[src/rtl/uart_rx_cfg_if.sv]
// Host-side read interface of the configurable UART receiver: FIFO head, status and pop/clear.
interface uart_rx_cfg_if #(
  parameter int unsigned DBIT   = 8,
  parameter int unsigned FIFO_W = 2
);
  logic              rd_uart;
  logic              clr_ovr;
  logic [DBIT-1:0]   rd_data;
  logic              rd_par_err;
  logic              rd_frm_err;
  logic              rx_empty;
  logic              rx_full;
  logic [FIFO_W:0]   rx_level;
  logic              rx_done;
  logic              overrun;

  modport master (
    output rd_uart, clr_ovr,
    input  rd_data, rd_par_err, rd_frm_err, rx_empty, rx_full, rx_level, rx_done, overrun
  );

  modport slave (
    input  rd_uart, clr_ovr,
    output rd_data, rd_par_err, rd_frm_err, rx_empty, rx_full, rx_level, rx_done, overrun
  );
endinterface

[src/rtl/uart_rx_cfg.sv]
// UART receiver with runtime baud/parity, 16x oversampling and a show-ahead receive FIFO.
// Optional UART_RX_MAJORITY_EN: 2-of-3 vote at ticks 14/15/16 instead of a single s==15 sample.
module uart_rx_cfg #(
  parameter int unsigned DBIT   = 8,
  parameter int unsigned FIFO_W = 2,
  parameter int unsigned DVSR_W = 11,
  parameter int unsigned OS     = 16
) (
  input  logic              clk,
  input  logic              rst,
  input  logic              rx,
  input  logic [DVSR_W-1:0] dvsr,
  input  logic              par_en,
  input  logic              par_odd,
  uart_rx_cfg_if.slave      host
);

  localparam int unsigned Depth = 2 ** FIFO_W;

  localparam logic [2:0] StIdle   = 3'd0;
  localparam logic [2:0] StStart  = 3'd1;
  localparam logic [2:0] StData   = 3'd2;
  localparam logic [2:0] StParity = 3'd3;
  localparam logic [2:0] StStop   = 3'd4;
  localparam logic [2:0] StBreak  = 3'd5;

  localparam logic [4:0] MidS = 5'(OS / 2 - 1);
`ifdef UART_RX_MAJORITY_EN
  // Decision lands on the first tick of the next bit, so the next bit resumes at s==1.
  localparam logic [4:0] SampleS  = 5'(OS);
  localparam logic [4:0] RestartS = 5'd1;
`else
  localparam logic [4:0] SampleS  = 5'(OS - 1);
  localparam logic [4:0] RestartS = 5'd0;
`endif

  logic              rx_meta, rxs;
  logic [DVSR_W-1:0] tick_cnt_q, dvsr_q, lim_m1;
  logic              tick;
  logic [2:0]        state_q, state_d;
  logic [4:0]        s_q, s_d;
  logic [2:0]        n_q, n_d;
  logic [DBIT-1:0]   b_q, b_d;
  logic              par_err_q, par_err_d;
  logic              par_en_q, par_en_d, par_odd_q, par_odd_d;
  logic              bit_val, stop_fire, frm_err, done_q;

  always_ff @(posedge clk or posedge rst) begin
    if (rst) begin
      rx_meta <= 1'b1;
      rxs     <= 1'b1;
    end else begin
      rx_meta <= rx;
      rxs     <= rx_meta;
    end
  end

  // Divisor is latched at each wrap so a change only affects the following period.
  assign lim_m1 = (dvsr_q == '0) ? '0 : dvsr_q - DVSR_W'(1);
  assign tick   = (tick_cnt_q == lim_m1);

  always_ff @(posedge clk or posedge rst) begin
    if (rst) begin
      tick_cnt_q <= '0;
      dvsr_q     <= '0;
    end else if (tick) begin
      tick_cnt_q <= '0;
      dvsr_q     <= dvsr;
    end else begin
      tick_cnt_q <= tick_cnt_q + DVSR_W'(1);
    end
  end

`ifdef UART_RX_MAJORITY_EN
  logic s14_q, s15_q;
  always_ff @(posedge clk or posedge rst) begin
    if (rst) begin
      s14_q <= 1'b1;
      s15_q <= 1'b1;
    end else if (tick) begin
      if (s_q == 5'(OS - 2)) s14_q <= rxs;
      if (s_q == 5'(OS - 1)) s15_q <= rxs;
    end
  end
  assign bit_val = (s14_q & s15_q) | (s14_q & rxs) | (s15_q & rxs);
`else
  assign bit_val = rxs;
`endif

  always_comb begin
    state_d   = state_q;
    s_d       = s_q;
    n_d       = n_q;
    b_d       = b_q;
    par_err_d = par_err_q;
    par_en_d  = par_en_q;
    par_odd_d = par_odd_q;
    stop_fire = 1'b0;
    frm_err   = 1'b0;
    case (state_q)
      StIdle: begin
        if (!rxs) begin
          state_d = StStart;
          s_d     = '0;
        end
      end
      StStart: begin
        if (tick) begin
          if (s_q == MidS) begin
            if (!rxs) begin
              state_d   = StData;
              s_d       = '0;
              n_d       = '0;
              par_en_d  = par_en;
              par_odd_d = par_odd;
              par_err_d = 1'b0;
            end else begin
              state_d = StIdle;
            end
          end else begin
            s_d = s_q + 5'd1;
          end
        end
      end
      StData: begin
        if (tick) begin
          if (s_q == SampleS) begin
            b_d = {bit_val, b_q[DBIT-1:1]};
            s_d = RestartS;
            if (n_q == 3'(DBIT - 1)) state_d = par_en_q ? StParity : StStop;
            else                     n_d     = n_q + 3'd1;
          end else begin
            s_d = s_q + 5'd1;
          end
        end
      end
      StParity: begin
        if (tick) begin
          if (s_q == SampleS) begin
            par_err_d = bit_val ^ (^b_q) ^ par_odd_q;
            s_d       = RestartS;
            state_d   = StStop;
          end else begin
            s_d = s_q + 5'd1;
          end
        end
      end
      StStop: begin
        if (tick) begin
          if (s_q == SampleS) begin
            stop_fire = 1'b1;
            frm_err   = ~bit_val;
            state_d   = frm_err ? StBreak : StIdle;
          end else begin
            s_d = s_q + 5'd1;
          end
        end
      end
      StBreak: begin
        if (rxs) state_d = StIdle;
      end
      default: state_d = StIdle;
    endcase
  end

  always_ff @(posedge clk or posedge rst) begin
    if (rst) begin
      state_q   <= StIdle;
      s_q       <= '0;
      n_q       <= '0;
      b_q       <= '0;
      par_err_q <= 1'b0;
      par_en_q  <= 1'b0;
      par_odd_q <= 1'b0;
      done_q    <= 1'b0;
    end else begin
      state_q   <= state_d;
      s_q       <= s_d;
      n_q       <= n_d;
      b_q       <= b_d;
      par_err_q <= par_err_d;
      par_en_q  <= par_en_d;
      par_odd_q <= par_odd_d;
      done_q    <= stop_fire;
    end
  end

  // Receive FIFO: entry = {frm_err, par_err, data}.
  logic [DBIT+1:0]   mem [Depth];
  logic [FIFO_W-1:0] wr_ptr_q, rd_ptr_q;
  logic [FIFO_W:0]   level_q, level_d;
  logic              empty, full, pop_ok, push_ok, ovr_set, ovr_q;
  logic [DBIT+1:0]   head;

  assign empty   = (level_q == '0);
  assign full    = (level_q == (FIFO_W + 1)'(Depth));
  assign pop_ok  = host.rd_uart & ~empty;
  assign push_ok = stop_fire & (~full | pop_ok);
  assign ovr_set = stop_fire & full & ~pop_ok;

  always_comb begin
    level_d = level_q;
    if (push_ok && !pop_ok)      level_d = level_q + (FIFO_W + 1)'(1);
    else if (!push_ok && pop_ok) level_d = level_q - (FIFO_W + 1)'(1);
  end

  always_ff @(posedge clk) begin
    if (push_ok) mem[wr_ptr_q] <= {frm_err, par_err_q, b_q};
  end

  always_ff @(posedge clk or posedge rst) begin
    if (rst) begin
      wr_ptr_q <= '0;
      rd_ptr_q <= '0;
      level_q  <= '0;
      ovr_q    <= 1'b0;
    end else begin
      if (push_ok) wr_ptr_q <= wr_ptr_q + FIFO_W'(1);
      if (pop_ok)  rd_ptr_q <= rd_ptr_q + FIFO_W'(1);
      level_q <= level_d;
      if (ovr_set)           ovr_q <= 1'b1;
      else if (host.clr_ovr) ovr_q <= 1'b0;
    end
  end

  assign head            = mem[rd_ptr_q];
  assign host.rd_data    = empty ? '0 : head[DBIT-1:0];
  assign host.rd_par_err = empty ? 1'b0 : head[DBIT];
  assign host.rd_frm_err = empty ? 1'b0 : head[DBIT+1];
  assign host.rx_empty   = empty;
  assign host.rx_full    = full;
  assign host.rx_level   = level_q;
  assign host.rx_done    = done_q;
  assign host.overrun    = ovr_q;

endmodule
[src/flat_wrapper.sv]
// flat-port wrapper written by rule: the top's interface ports become plain ports
module uart_rx_cfg_flat 
#(
  parameter int unsigned DBIT   = 8,
  parameter int unsigned FIFO_W = 2,
  parameter int unsigned DVSR_W = 11,
  parameter int unsigned OS     = 16
)
  (clk, rst, rx, dvsr, par_en, par_odd, host_rd_uart, host_clr_ovr, host_rd_data, host_rd_par_err, host_rd_frm_err, host_rx_empty, host_rx_full, host_rx_level, host_rx_done, host_overrun);
  uart_rx_cfg_if #(.DBIT(DBIT), .FIFO_W(FIFO_W)) host_i ();
  input  logic clk;
  input  logic rst;
  input  logic rx;
  input  logic [DVSR_W-1:0] dvsr;
  input  logic par_en;
  input  logic par_odd;
  input wire logic [$bits(host_i.rd_uart)-1:0] host_rd_uart;
  input wire logic [$bits(host_i.clr_ovr)-1:0] host_clr_ovr;
  output wire logic [$bits(host_i.rd_data)-1:0] host_rd_data;
  output wire logic [$bits(host_i.rd_par_err)-1:0] host_rd_par_err;
  output wire logic [$bits(host_i.rd_frm_err)-1:0] host_rd_frm_err;
  output wire logic [$bits(host_i.rx_empty)-1:0] host_rx_empty;
  output wire logic [$bits(host_i.rx_full)-1:0] host_rx_full;
  output wire logic [$bits(host_i.rx_level)-1:0] host_rx_level;
  output wire logic [$bits(host_i.rx_done)-1:0] host_rx_done;
  output wire logic [$bits(host_i.overrun)-1:0] host_overrun;
  assign host_i.rd_uart = host_rd_uart;
  assign host_i.clr_ovr = host_clr_ovr;
  assign host_rd_data = host_i.rd_data;
  assign host_rd_par_err = host_i.rd_par_err;
  assign host_rd_frm_err = host_i.rd_frm_err;
  assign host_rx_empty = host_i.rx_empty;
  assign host_rx_full = host_i.rx_full;
  assign host_rx_level = host_i.rx_level;
  assign host_rx_done = host_i.rx_done;
  assign host_overrun = host_i.overrun;
  uart_rx_cfg #(.DBIT(DBIT), .FIFO_W(FIFO_W), .DVSR_W(DVSR_W), .OS(OS)) u_core (.clk(clk), .rst(rst), .rx(rx), .dvsr(dvsr), .par_en(par_en), .par_odd(par_odd), .host(host_i));
endmodule
[config.mk]
export PLATFORM = sky130hd
export DESIGN_NAME = uart_rx_cfg_flat
export DESIGN_NICKNAME = d
export VERILOG_FILES = /design/src/rtl/uart_rx_cfg_if.sv /design/src/rtl/uart_rx_cfg.sv /design/src/flat_wrapper.sv
export SDC_FILE = /design/constraint.sdc
export NUM_CORES = 1
export LEC_CHECK = 0
export BUFFER_PORTS_ARGS = -buffer_cell sky130_fd_sc_hd__buf_2
export CAP_MARGIN = 20
export CELL_PAD_IN_SITES_DETAIL_PLACEMENT = 1
export CELL_PAD_IN_SITES_GLOBAL_PLACEMENT = 1
export CORE_ASPECT_RATIO = 0.75
export CORE_MARGIN = 2
export CORE_UTILIZATION = 49
export CTS_CLUSTER_DIAMETER = 40
export DETAILED_ROUTE_END_ITERATION = 8
export PLACE_DENSITY_LB_ADDON = 0.1
export SLEW_MARGIN = 20
export SYNTH_ARGS = -nofsm -noshare
export SYNTH_HDL_FRONTEND = slang
export SYNTH_SLANG_ARGS = --single-unit
export TNS_END_PERCENT = 10
[constraint.sdc]
create_clock -name clk -period 4.64 [get_ports clk]
set_clock_uncertainty 0.2 [all_clocks]
set_input_delay 0.232 -clock clk [delete_from_list [all_inputs] [get_ports clk]]
set_output_delay 0.232 -clock clk [all_outputs]
set_load 0.02 [all_outputs]
==> results of run 1 <==
through the flow:
stage | cell area (um2) | total power [mW] | cells | setup slack (ns) | hold WS (ns)
floorplan | 4860 | 1.11 | 414 | 0.536 | 0.0365
global placement | 5140 | 1.17 | 564 | 0.562 | 0.141
detailed placement | 5140 | 1.18 | 564 | 0.416 | 0.141
CTS | 5600 | 1.91 | 597 | 0.385 | 0.162
global route | 5600 | 1.96 | 597 | 0.0760 | 0.169
finish | 5600 | 1.88 | 597 | 0.325 | 0.159
worst max-delay path, cell delays in order, from the launching register on:
cell and delay (ns):
dfrtp_1 0.41, inv_1 0.09, ha_1 0.22, or3b_2 0.57
or4_4 0.55, and3_4 0.19, a2111oi_4 0.25, nand4_2 0.20
nor3b_4 0.39, ha_1 0.26, inv_1 0.07, fa_1 0.38
xor2_1 0.15, nor2_1 0.14, xor2_1 0.16
registers in the layout, summed over array words and instances (netlist names):
name,flops
u_core.rx_meta,1
u_core.host.rx_done,1
u_core.state_q,3
u_core.wr_ptr_q,2
u_core.tick_cnt_q,11
u_core.host.rx_level,3
u_core.par_odd_q,1
u_core.bit_val,1
u_core.b_q,8
u_core.s_q,5
u_core.host.overrun,1
u_core.mem,40
u_core.par_err_q,1
u_core.rd_ptr_q,2
u_core.n_q,3
u_core.dvsr_q,11
u_core.par_en_q,1
cells in the final DEF (no fill, tap or decap), drive strengths merged, types with 4 or more instances in the layout:
cell type / netlist / layout
o21ai: 13 / 13
a211oi: 8 / 8
inv: 24 / 27
nor2b: 11 / 11
or4: 5 / 5
ha: 12 / 12
xor2: 6 / 6
xnor2: 21 / 21
dfrtp: 53 / 53
nand3: 10 / 10
and2: 5 / 5
clkbuf: 11 / 9
mux2: 13 / 13
nor2: 29 / 29
a31oi: 4 / 4
dlygate4sd3: 0 / 17
or3: 4 / 4
o22ai: 5 / 5
a21oi: 12 / 12
nand2: 40 / 40
nand2b: 4 / 4
nor4: 4 / 4
mux4: 10 / 10
nor3: 5 / 5
o211ai: 4 / 4
edfxtp: 40 / 40
buf: 10 / 39
power by group through the flow:
stage / logic, mW / clock network, mW / registers, mW
floorplan: 0.151 / 0 / 0.956
global placement: 0.180 / 0 / 0.991
global route: 0.213 / 0.763 / 0.987
CTS: 0.195 / 0.735 / 0.977
detailed placement: 0.184 / 0 / 0.995
finish: 0.195 / 0.716 / 0.972
final timing paths:
| kind | start | end | slack [ns] |
|---|---|---|---|
| worst max register to register | u_core.dvsr_q[0] | u_core.host.rx_level[2] | 0.32 |
| min in group asynchronous | rst | u_core.host.rx_level[1] | 0.46 |
| worst max-delay path | u_core.dvsr_q[0] | u_core.host.rx_level[2] | 0.32 |
| max in group asynchronous | rst | u_core.n_q[0] | 3.28 |
| worst min register to register | u_core.rx_meta | u_core.bit_val | 0.16 |
| worst min-delay path | u_core.rx_meta | u_core.bit_val | 0.16 |
layout make-up:
class / count / area share
Tap cell: 132 / 0.0295
Timing Repair Buffer: 56 / 0.0675
Multi-Input combinational cell: 274 / 0.374
Clock buffer: 9 / 0.0402
Sequential cell: 95 / 0.461
Clock inverter: 7 / 0.0114
Inverter: 24 / 0.0161
metal layers:
layer | track usage | vias to the layer above
li1 | - | 1596
met1 | 0.319 | 1749
met2 | 0.387 | 55
met3 | 0.0461 | 15
met4 | 0.0575 | 0
met5 | 0 | -
kinds of logic (layout without fill, tap and decap cells):
group                      after synthesis  count (layout)  share of synthesized area
and+or+nand+nor                        133             133                      0.148
DFF                                     95              95                      0.531
AOI/OAI and AO/OA                       74              74                      0.111
buffers and inverters                   45              96                     0.0381
xor gates and xnor gates                28              28                     0.0533
muxes                                   26              26                     0.0834
adders and majority gates               13              13                     0.0350
==> metrics.md, run 1 <==
| Metric | Value |
|---|---|
| Status | `completed` |
| Layout cells sized above 1 | `0.194` |
| H-tree depth | `3` |
| Setup TNS | `0 ns` |
| Met3 wire length | `roughly 320 um` |
| Clock period minus worst slack | `around 4.3 ns` |
| Vias | `3,415` |
| Die footprint | `about 0.011 mm2` |
| Top sig layer | `met4` |
| Hpwl dp | `between 8000 and 9000 um` |
| Row count | `31` |
| Hold Crit Depth | `0` |
| Max Fclk | `around 0.23 GHz` |
| Synth Flop Type | `dfrtp_1` |
| Avg WL per Cell | `19.5 um` |
| Num CTS Buffers | `9` |
| Syn_area_per_cell | `between 10 and 15 um2` |
| Clock sinks | `95` |
| Residual DRC | `0` |
| Top cell type by total area after synthesis | `dfrtp_1` |
| Rel. slew slack | `0.502` |
| Path type of the worst setup path | `reg2reg` |
| M1 wire length | `approximately 5500 um` |
| Distinct cells, synth | `roughly 70` |
| Mapped Cells | `414` |
| Initial Utilization | `0.503` |
| EDFF count, synth | `40` |
| GP Congestion | `between 0.8 and 0.9` |
| Net Count, Synth | `approximately 450` |
| Largest net degree at the start of global routing | `56` |
| Slew @ Worst Pin | `roughly 0.75 ns` |
| Grt total ovfl | `0` |
| Static leakage | `around 2.3 nW` |
| Register area share after synthesis | `0.531` |
| Core area | `around 0.0097 mm2` |
| I/O pin cnt | `35` |
| First-pass GRT wire length | `just under 20,000 um` |
| Initial DRC count | `approximately 180` |
| Antenna Diode Count | `0` |
| Async set-reset flop share out of synthesis | `0.579` |
| Drt pass-1 iters | `4` |
| Remaining antenna violation count | `0` |
| NumNets Final | `between 400 and 500` |
| Vias in the first global route | `around 3,700` |
| Most instantiated library cell after synthesis | `dfrtp_1` |
| RSZ-0062 raised after global routing | `no` |
| Share of Yosys cell area claimed by the top area cell type | `0.273` |
| Root Buffer | `clkbuf_16` |
| Sequential share of power | `0.516` |
| Post-CTS Setup Bufs | `0` |
| Finish-stage setup viols | `0` |
| Power density over the cells | `approximately 340 mW/mm2` |
| Top post-synthesis cells by area | `dfrtp_1 (27%), edfxtp_1 (25%), mux4_2 (4.6%)` |
| P&R area growth vs syn | `15.2%` |
| Cell depth of the worst flop-to-flop path | `14` |
| Total wire length | `11,700 um` |
| PortBufs | `34` |
| Max Root-Sink Buffers | `2` |
| Antenna violations before repair | `0` |
| Synth Register Bits | `95` |
| Chip Width | `approximately 120 um` |
| Post-CTS sizing | `0` |
| Util after Layout | `0.580` |
| GRT Total Usage | `0.233` |
| Worst VDD drop | `around 0.26 mV` |
| Comb power frac | `0.103` |
| Hold Crit Class | `reg2reg` |
| Seq. cell area | `approximately 0.0026 mm2` |
| CTS tree | `done` |
| Mapped Area | `between 0.004 and 0.005 mm2` |
| Switching Fraction | `0.269` |
| Most common library cells after synthesis | `dfrtp_1 (53), edfxtp_1 (40), nand2_1 (40)` |
| CP Max Fanout | `8` |
| Met2 Routed Length | `5680 um` |
| FILL cells | `about 1,000` |
| Yosys warnings | `0` |
| Critical path launch point type | `flop` |
| Crit end category | `flop` |
| Hold-fix buffers, CTS | `17` |
| Avg Vias per Cell | `about 5.7` |
| Slew Limit Fails | `0` |
| Final worst path period share | `0.930` |
| Clk_lat worst skew | `0.35 ns` |
| Die Y | `90.3 um` |
| P_int | `1.38 mW` |
| Sw Pwr | `roughly 0.51 mW` |
| MaxCap Viol Count | `0` |
| Count of final hold-check violations | `0` |
| Area of the multi-input gates | `around 0.0021 mm2` |
| Req. time, crit path | `4.71 ns` |
| Clock transition at path regs | `around 0.07 ns` |
| Clock share of power | `0.380` |
| Worst Path Arrival | `about 4.4 ns` |
(Power assumes the default switching activity.)
==> run 2, diff against run 1 <==
==> constraint.sdc (replaced) <==
create_clock -name clk -period 4.64 [get_ports clk]
set_clock_uncertainty 0.2 [all_clocks]
set_input_delay 0.928 -clock clk [delete_from_list [all_inputs] [get_ports clk]]
set_output_delay 0.928 -clock clk [all_outputs]
set_load 0.02 [all_outputs]
==> metrics.md, run 2 (synthesis results as in run 1) <==
| Metric | Value |
|---|---|
| Total wire length | `11,400 um (-2.3%)` |
| Post-CTS sizing | `0 (unchanged)` |
| Antenna violations before repair | `0 (unchanged)` |
| RSZ-0062 raised after global routing | `no` |
| Worst Path Arrival | `4.40 ns (about the same)` |
| Residual DRC | `0 (unchanged)` |
| NumNets Final | `474 (-3.5%)` |
| Hold Crit Class | `reg2reg` |
| Grt total ovfl | `0 (unchanged)` |
| Slew @ Worst Pin | `0.723 ns (-0.0244 ns)` |
| Power density over the cells | `348 mW/mm2 (+3.5%)` |
| GRT Total Usage | `0.229 (-0.00428)` |
| Slowest cell on crit path | `or3b_2` |
| Status | `completed` |
| Antenna Diode Count | `0 (unchanged)` |
| Critical Path, Cell by Cell | `inv_1 > ha_1 > or3b_2 > or4_4 > and3_4 > a2111oi_4 > nand4_2 > nor3b_4 > ha_1 > inv_1 > fa_1 > xor2_1 > nor2_1 > xor2_1` |
| Req. time, crit path | `4.71 ns (about the same)` |
| MaxCap Viol Count | `0 (unchanged)` |
| Core area | `0.00966 mm2 (unchanged)` |
| Slew Limit Fails | `0 (unchanged)` |
| DP Cell Count | `564 (unchanged)` |
| H-tree depth | `3 (unchanged)` |
| Drt pass-1 iters | `5 (+1)` |
| PortBufs | `34 (unchanged)` |
| Layout cells sized above 1 | `0.201 (+0.00734)` |
| Sw Pwr | `0.520 mW (+2.5%)` |
| Die footprint | `0.0107 mm2 (unchanged)` |
| Root Buffer | `clkbuf_16` |
| Hpwl dp | `7960 um (-1.2%)` |
| Max Fclk | `0.231 GHz (-0.49%)` |
| Comb power frac | `0.098 (-0.005)` |
| Register name with the most flops | `u_core.mem` |
| Final worst path period share | `0.935 (+0.00454)` |
| Max Root-Sink Buffers | `2 (unchanged)` |
| Rel. slew slack | `0.518 (+0.0163)` |
| Static leakage | `2.27 nW (-2.7%)` |
| P_int | `1.37 mW (-0.14%)` |
| Avg WL per Cell | `19.6 um (+0.60%)` |
| Most frequent cells in the layout | `dfrtp_1 (53), nand2_1 (40), edfxtp_1 (40)` |
| Remaining antenna violation count | `0 (unchanged)` |
| GP Congestion | `0.832 (+0.20%)` |
| CP Max Fanout | `8 (unchanged)` |
| CTS tree | `done` |
| Cell family with the largest share of critical-path delay | `simple AND/OR/NAND/NOR gates` |
| Critical path launch point type | `flop` |
| Hold-fix buffers, CTS | `0 (-17)` |
| Clk_lat worst skew | `0.35 ns (about the same)` |
| Vias in the first global route | `3,557 (-3.5%)` |
| Chip Width | `119 um (unchanged)` |
| Crit-path max cell delay | `0.59 ns (+0.02 ns)` |
| Non-Filler Instances | `580 (-2.8%)` |
| I/O pin cnt | `35 (unchanged)` |
| Post-CTS Setup Bufs | `0 (unchanged)` |
| Clock share of power | `0.390 (+0.010)` |
| Total chip power | `1.89 mW (+0.57%)` |
| Finish-stage setup viols | `0 (unchanged)` |
| P&R area growth vs syn | `11.9%` |
| Crit end category | `flop` |
| Max reg flops | `40 (unchanged)` |
| Worst VDD drop | `0.187 mV (-28%)` |
| Largest net degree at the start of global routing | `33 (-41%)` |
| CP bufs+invs | `2 (unchanged)` |
| Count of final hold-check violations | `0 (unchanged)` |
| Clock transition at path regs | `0.07 ns (about the same)` |
| Num CTS Buffers | `9 (unchanged)` |
| Die Y | `90.3 um (unchanged)` |
| Initial Utilization | `0.503 (unchanged)` |
| Clock sinks | `95 (unchanged)` |
| Switching Fraction | `0.275 (+0.00515)` |
| First-pass GRT wire length | `19,200 um (-1.1%)` |
| Row count | `31 (unchanged)` |
| Most common cell after layout, fill and taps aside | `dfrtp_1` |
| Top flop regs | `u_core.mem x40, u_core.dvsr_q x11, u_core.tick_cnt_q x11` |
| Avg Vias per Cell | `5.82 (+1.8%)` |
| Vias | `3,376 (-1.1%)` |
| Sequential share of power | `0.512 (-0.004)` |
| Initial DRC count | `208 (+13%)` |
| Path type of the worst setup path | `reg2reg` |
| Clock period minus worst slack | `4.34 ns (+0.0211 ns)` |
| Setup TNS | `0 ns (unchanged)` |
-- run 2: cell types whose count changed in the layout (fill, tap and decap cells not counted) --
cell	change
clkinv_8	+1
inv_8	+1
dlygate4sd3_1	-17
clkinvlp_4	-1
clkinv_4	-1
-- run 2: area by class of cell --
cell class / instances / area (um2)
fill: 1026 / 4220
sequential: 95 / 2580
multi-input combinational: 274 / 2100
clock buffer: 9 / 225
timing repair buffer: 39 / 208
tap: 132 / 165
inverter: 24 / 90.1
clock inverter: 7 / 75.1
-- run 2: power by group through the flow --
stage / clock network [mW] / registers (mW) / logic, mW
after floorplan: 0 / 0.956 / 0.151
after global placement: 0 / 0.991 / 0.180
after detailed placement: 0 / 0.991 / 0.189
after CTS: 0.753 / 0.973 / 0.190
after global routing: 0.782 / 0.981 / 0.204
final: 0.739 / 0.969 / 0.185
-- run 2: per-layer routing --
metal / routed length, um / track usage / share of wire
met5: 0 / 0 / 0
met4: 132 / 0.0556 / 0.012
met3: 412 / 0.0448 / 0.036
met2: 5320 / 0.366 / 0.47
met1: 5520 / 0.325 / 0.48
-- run 2: worst register-to-register path, delay by kind of cell, from the launching register on --
kind,cells,cell delay [ns]
adder cells (fa/ha/maj),3,0.84
AO/OA/AOI/OAI,1,0.27
buffers and inverters,2,0.15
XOR/XNOR,2,0.33
flip-flops,1,0.42
AND/OR/NAND/NOR,6,2.05
-- run 2: stage by stage --
step / setup WS, ns / utilization / hold slack (ns) / instance area, um2
2_1_floorplan: 0.536 / - / 0.145 / 4860
3_3_place_gp: 0.561 / 0.532 / 0.149 / 5140
3_5_place_dp: 0.336 / 0.532 / 0.150 / 5140
4_1_cts: 0.302 / 0.563 / 0.164 / 5440
5_1_grt: 0.0800 / 0.563 / 0.169 / 5440
6_report: 0.304 / 0.563 / 0.163 / 5440
-- run 2: path summary, 6_finish.rpt --
kind / startpoint / endpoint / slack [ns] / cells after the start
hold / removal: u_core.rx_meta / u_core.bit_val / 0.16 / 0
min in group asynchronous: rst / u_core.rd_ptr_q[1] / 0.43 / 2
setup / recovery: u_core.dvsr_q[0] / u_core.host.rx_level[2] / 0.30 / 14
hold reg to reg: u_core.rx_meta / u_core.bit_val / 0.16 / 0
max in group asynchronous: rst / u_core.rx_meta / 2.94 / 3
setup reg to reg: u_core.dvsr_q[0] / u_core.host.rx_level[2] / 0.30 / 14
==> run 3, diff against run 2 <==
Settings changed: RECOVER_POWER set to 100.
==> metrics.md, run 3 (synthesis results as in run 1) <==
| Metric | Value |
|---|---|
| Status | `finished, violations left` |
| Failing checks | `capacitance limit, slew limit` |
| Die Y | `90.3 um (unchanged)` |
| Sw Pwr | `0.522 mW (+0.32%)` |
| Worst VDD drop | `0.186 mV (-0.72%)` |
| Drt pass-1 iters | `5 (unchanged)` |
| Post-CTS Setup Bufs | `0 (unchanged)` |
| Layout cells sized above 1 | `0.145 (-0.0558)` |
| Slew @ Worst Pin | `1.78 ns (+1.05 ns)` |
| RSZ-0062 raised after global routing | `no` |
| GP Congestion | `0.832 (unchanged)` |
| Initial DRC count | `209 (+0.48%)` |
| Vias | `3,384 (+0.24%)` |
| Max Root-Sink Buffers | `2 (unchanged)` |
| Largest net degree at the start of global routing | `33 (unchanged)` |
| H-tree depth | `3 (unchanged)` |
| PnR worst setup slack | `0.290 ns (-0.0134 ns)` |
| Setup TNS | `0 ns (unchanged)` |
| Path type of the worst setup path | `reg2reg` |
| Finish-stage setup viols | `0 (unchanged)` |
| Vias in the first global route | `3,557 (unchanged)` |
| Switching Fraction | `0.277 (+0.00194)` |
| Most frequent cells in the layout | `dfrtp_1 (53), nand2_1 (40), edfxtp_1 (40)` |
| Worst Path Arrival | `4.42 ns (+0.02 ns)` |
| Top flop regs | `u_core.mem x40, u_core.dvsr_q x11, u_core.tick_cnt_q x11` |
| Count of final hold-check violations | `0 (unchanged)` |
| P_int | `1.36 mW (-0.65%)` |
| GRT Total Usage | `0.229 (unchanged)` |
| Crit end category | `flop` |
| Final worst path period share | `0.937 (+0.00288)` |
| Comb power frac | `0.094 (-0.004)` |
| FILL cells | `1,036 (+0.97%)` |
| Static leakage | `2.18 nW (-4.0%)` |
| Post-CTS sizing | `0 (unchanged)` |
| Slew Limit Fails | `33 (+33)` |
| Residual DRC | `0 (unchanged)` |
| Num CTS Buffers | `9 (unchanged)` |
| Clock transition at path regs | `0.07 ns (about the same)` |
| M1 wire length | `5520 um (about the same)` |
| Pre-CTS setup slack | `0.336 ns (unchanged)` |
| Hpwl dp | `7960 um (unchanged)` |
| PortBufs | `34 (unchanged)` |
| I/O pin cnt | `35 (unchanged)` |
| Clk_lat worst skew | `0.35 ns (about the same)` |
| Sequential share of power | `0.514 (+0.002)` |
| MaxCap Viol Count | `1 (+1)` |
| Antenna violations before repair | `0 (unchanged)` |
| Register name with the most flops | `u_core.mem` |
| Rel. slew slack | `-0.184 (-0.702)` |
| CP Max Fanout | `8 (unchanged)` |
| Total wire length | `11,400 um (+0.38%)` |
| Req. time, crit path | `4.71 ns (about the same)` |
| Critical path launch point type | `flop` |
| Hold-fix buffers, CTS | `0 (unchanged)` |
| Max reg flops | `40 (unchanged)` |
| Die footprint | `0.0107 mm2 (unchanged)` |
| Clock period minus worst slack | `4.35 ns (+0.0134 ns)` |
| Clock sinks | `95 (unchanged)` |
| Chip Width | `119 um (unchanged)` |
| P&R area growth vs syn | `10.7%` |
| Max Fclk | `0.230 GHz (-0.31%)` |
| CTS tree | `done` |
| Clock share of power | `0.392 (+0.002)` |
| Remaining antenna violation count | `0 (unchanged)` |
| NumNets Final | `474 (unchanged)` |
| Met3 wire length | `418 um (+1.5%)` |
| Util after Layout | `0.557 (-0.00596)` |
| Top sig layer | `met4` |
| Row count | `31 (unchanged)` |
| Initial Utilization | `0.503 (unchanged)` |
| Met2 Routed Length | `5360 um (+0.77%)` |
| Power density over the cells | `351 mW/mm2 (+0.68%)` |
| Most common cell after layout, fill and taps aside | `dfrtp_1` |
| Avg Vias per Cell | `5.83 (+0.24%)` |
| Avg WL per Cell | `19.7 um (+0.38%)` |
| First-pass GRT wire length | `19,200 um (unchanged)` |
| Grt total ovfl | `0 (unchanged)` |
| Hold Crit Class | `reg2reg` |
| Root Buffer | `clkbuf_16` |
| Antenna Diode Count | `0 (unchanged)` |
| Core area | `0.00966 mm2 (unchanged)` |
[run 3: metrics by stage]
step	power (mW)	instance area, um2	cells	hold WS [ns]
finish	1.89	5380	580	0.163
global route	1.96	5380	580	0.169
CTS	1.92	5440	580	0.164
detailed placement	1.18	5140	564	0.150
global placement	1.17	5140	564	0.149
floorplan	1.11	4860	414	0.145
[run 3: worst max-delay path, stage by stage, from the launching register on]
cell and delay [ns]:
dfrtp_1 0.42, inv_1 0.08, ha_1 0.21, or3b_2 0.59, or4_4 0.55, and3_1 0.21
a2111oi_4 0.25, nand4_1 0.23, nor3b_4 0.38, ha_1 0.25, inv_1 0.07, fa_1 0.37
xor2_1 0.15, nor2_1 0.13, xor2_1 0.17
[run 3: layer usage]
layer	vias to the layer above	track usage
li1	1567	-
met1	1742	0.325
met2	65	0.366
met3	10	0.0448
met4	0	0.0556
met5	-	0
[run 3: cell type report]
class | count | area (um2) | area share
Timing Repair Buffer | 39 | 173 | 0.0321
Sequential cell | 95 | 2580 | 0.479
Multi-Input combinational cell | 274 | 2070 | 0.385
Clock buffer | 9 | 225 | 0.0419
Clock inverter | 7 | 75.1 | 0.0140
Inverter | 24 | 90.1 | 0.0167
Tap cell | 132 | 165 | 0.0307
[run 3: worst paths after layout]
path | slack [ns] | to | from | depth (start not counted)
setup / recovery | 0.29 | u_core.host.rx_level[2] | u_core.dvsr_q[0] | 14
hold reg to reg | 0.16 | u_core.bit_val | u_core.rx_meta | 0
hold / removal | 0.16 | u_core.bit_val | u_core.rx_meta | 0
setup reg to reg | 0.29 | u_core.host.rx_level[2] | u_core.dvsr_q[0] | 14
max in group asynchronous | 1.44 | u_core.state_q[2] | rst | 3
min in group asynchronous | 0.62 | u_core.tick_cnt_q[6] | rst | 2
[run 3: power by group through the flow]
stage	registers, mW	clock network [mW]	logic (mW)
detailed placement	0.991	0	0.189
floorplan	0.956	0	0.151
global route	0.982	0.782	0.195
finish	0.970	0.739	0.177
global placement	0.991	0	0.180
CTS	0.973	0.753	0.190
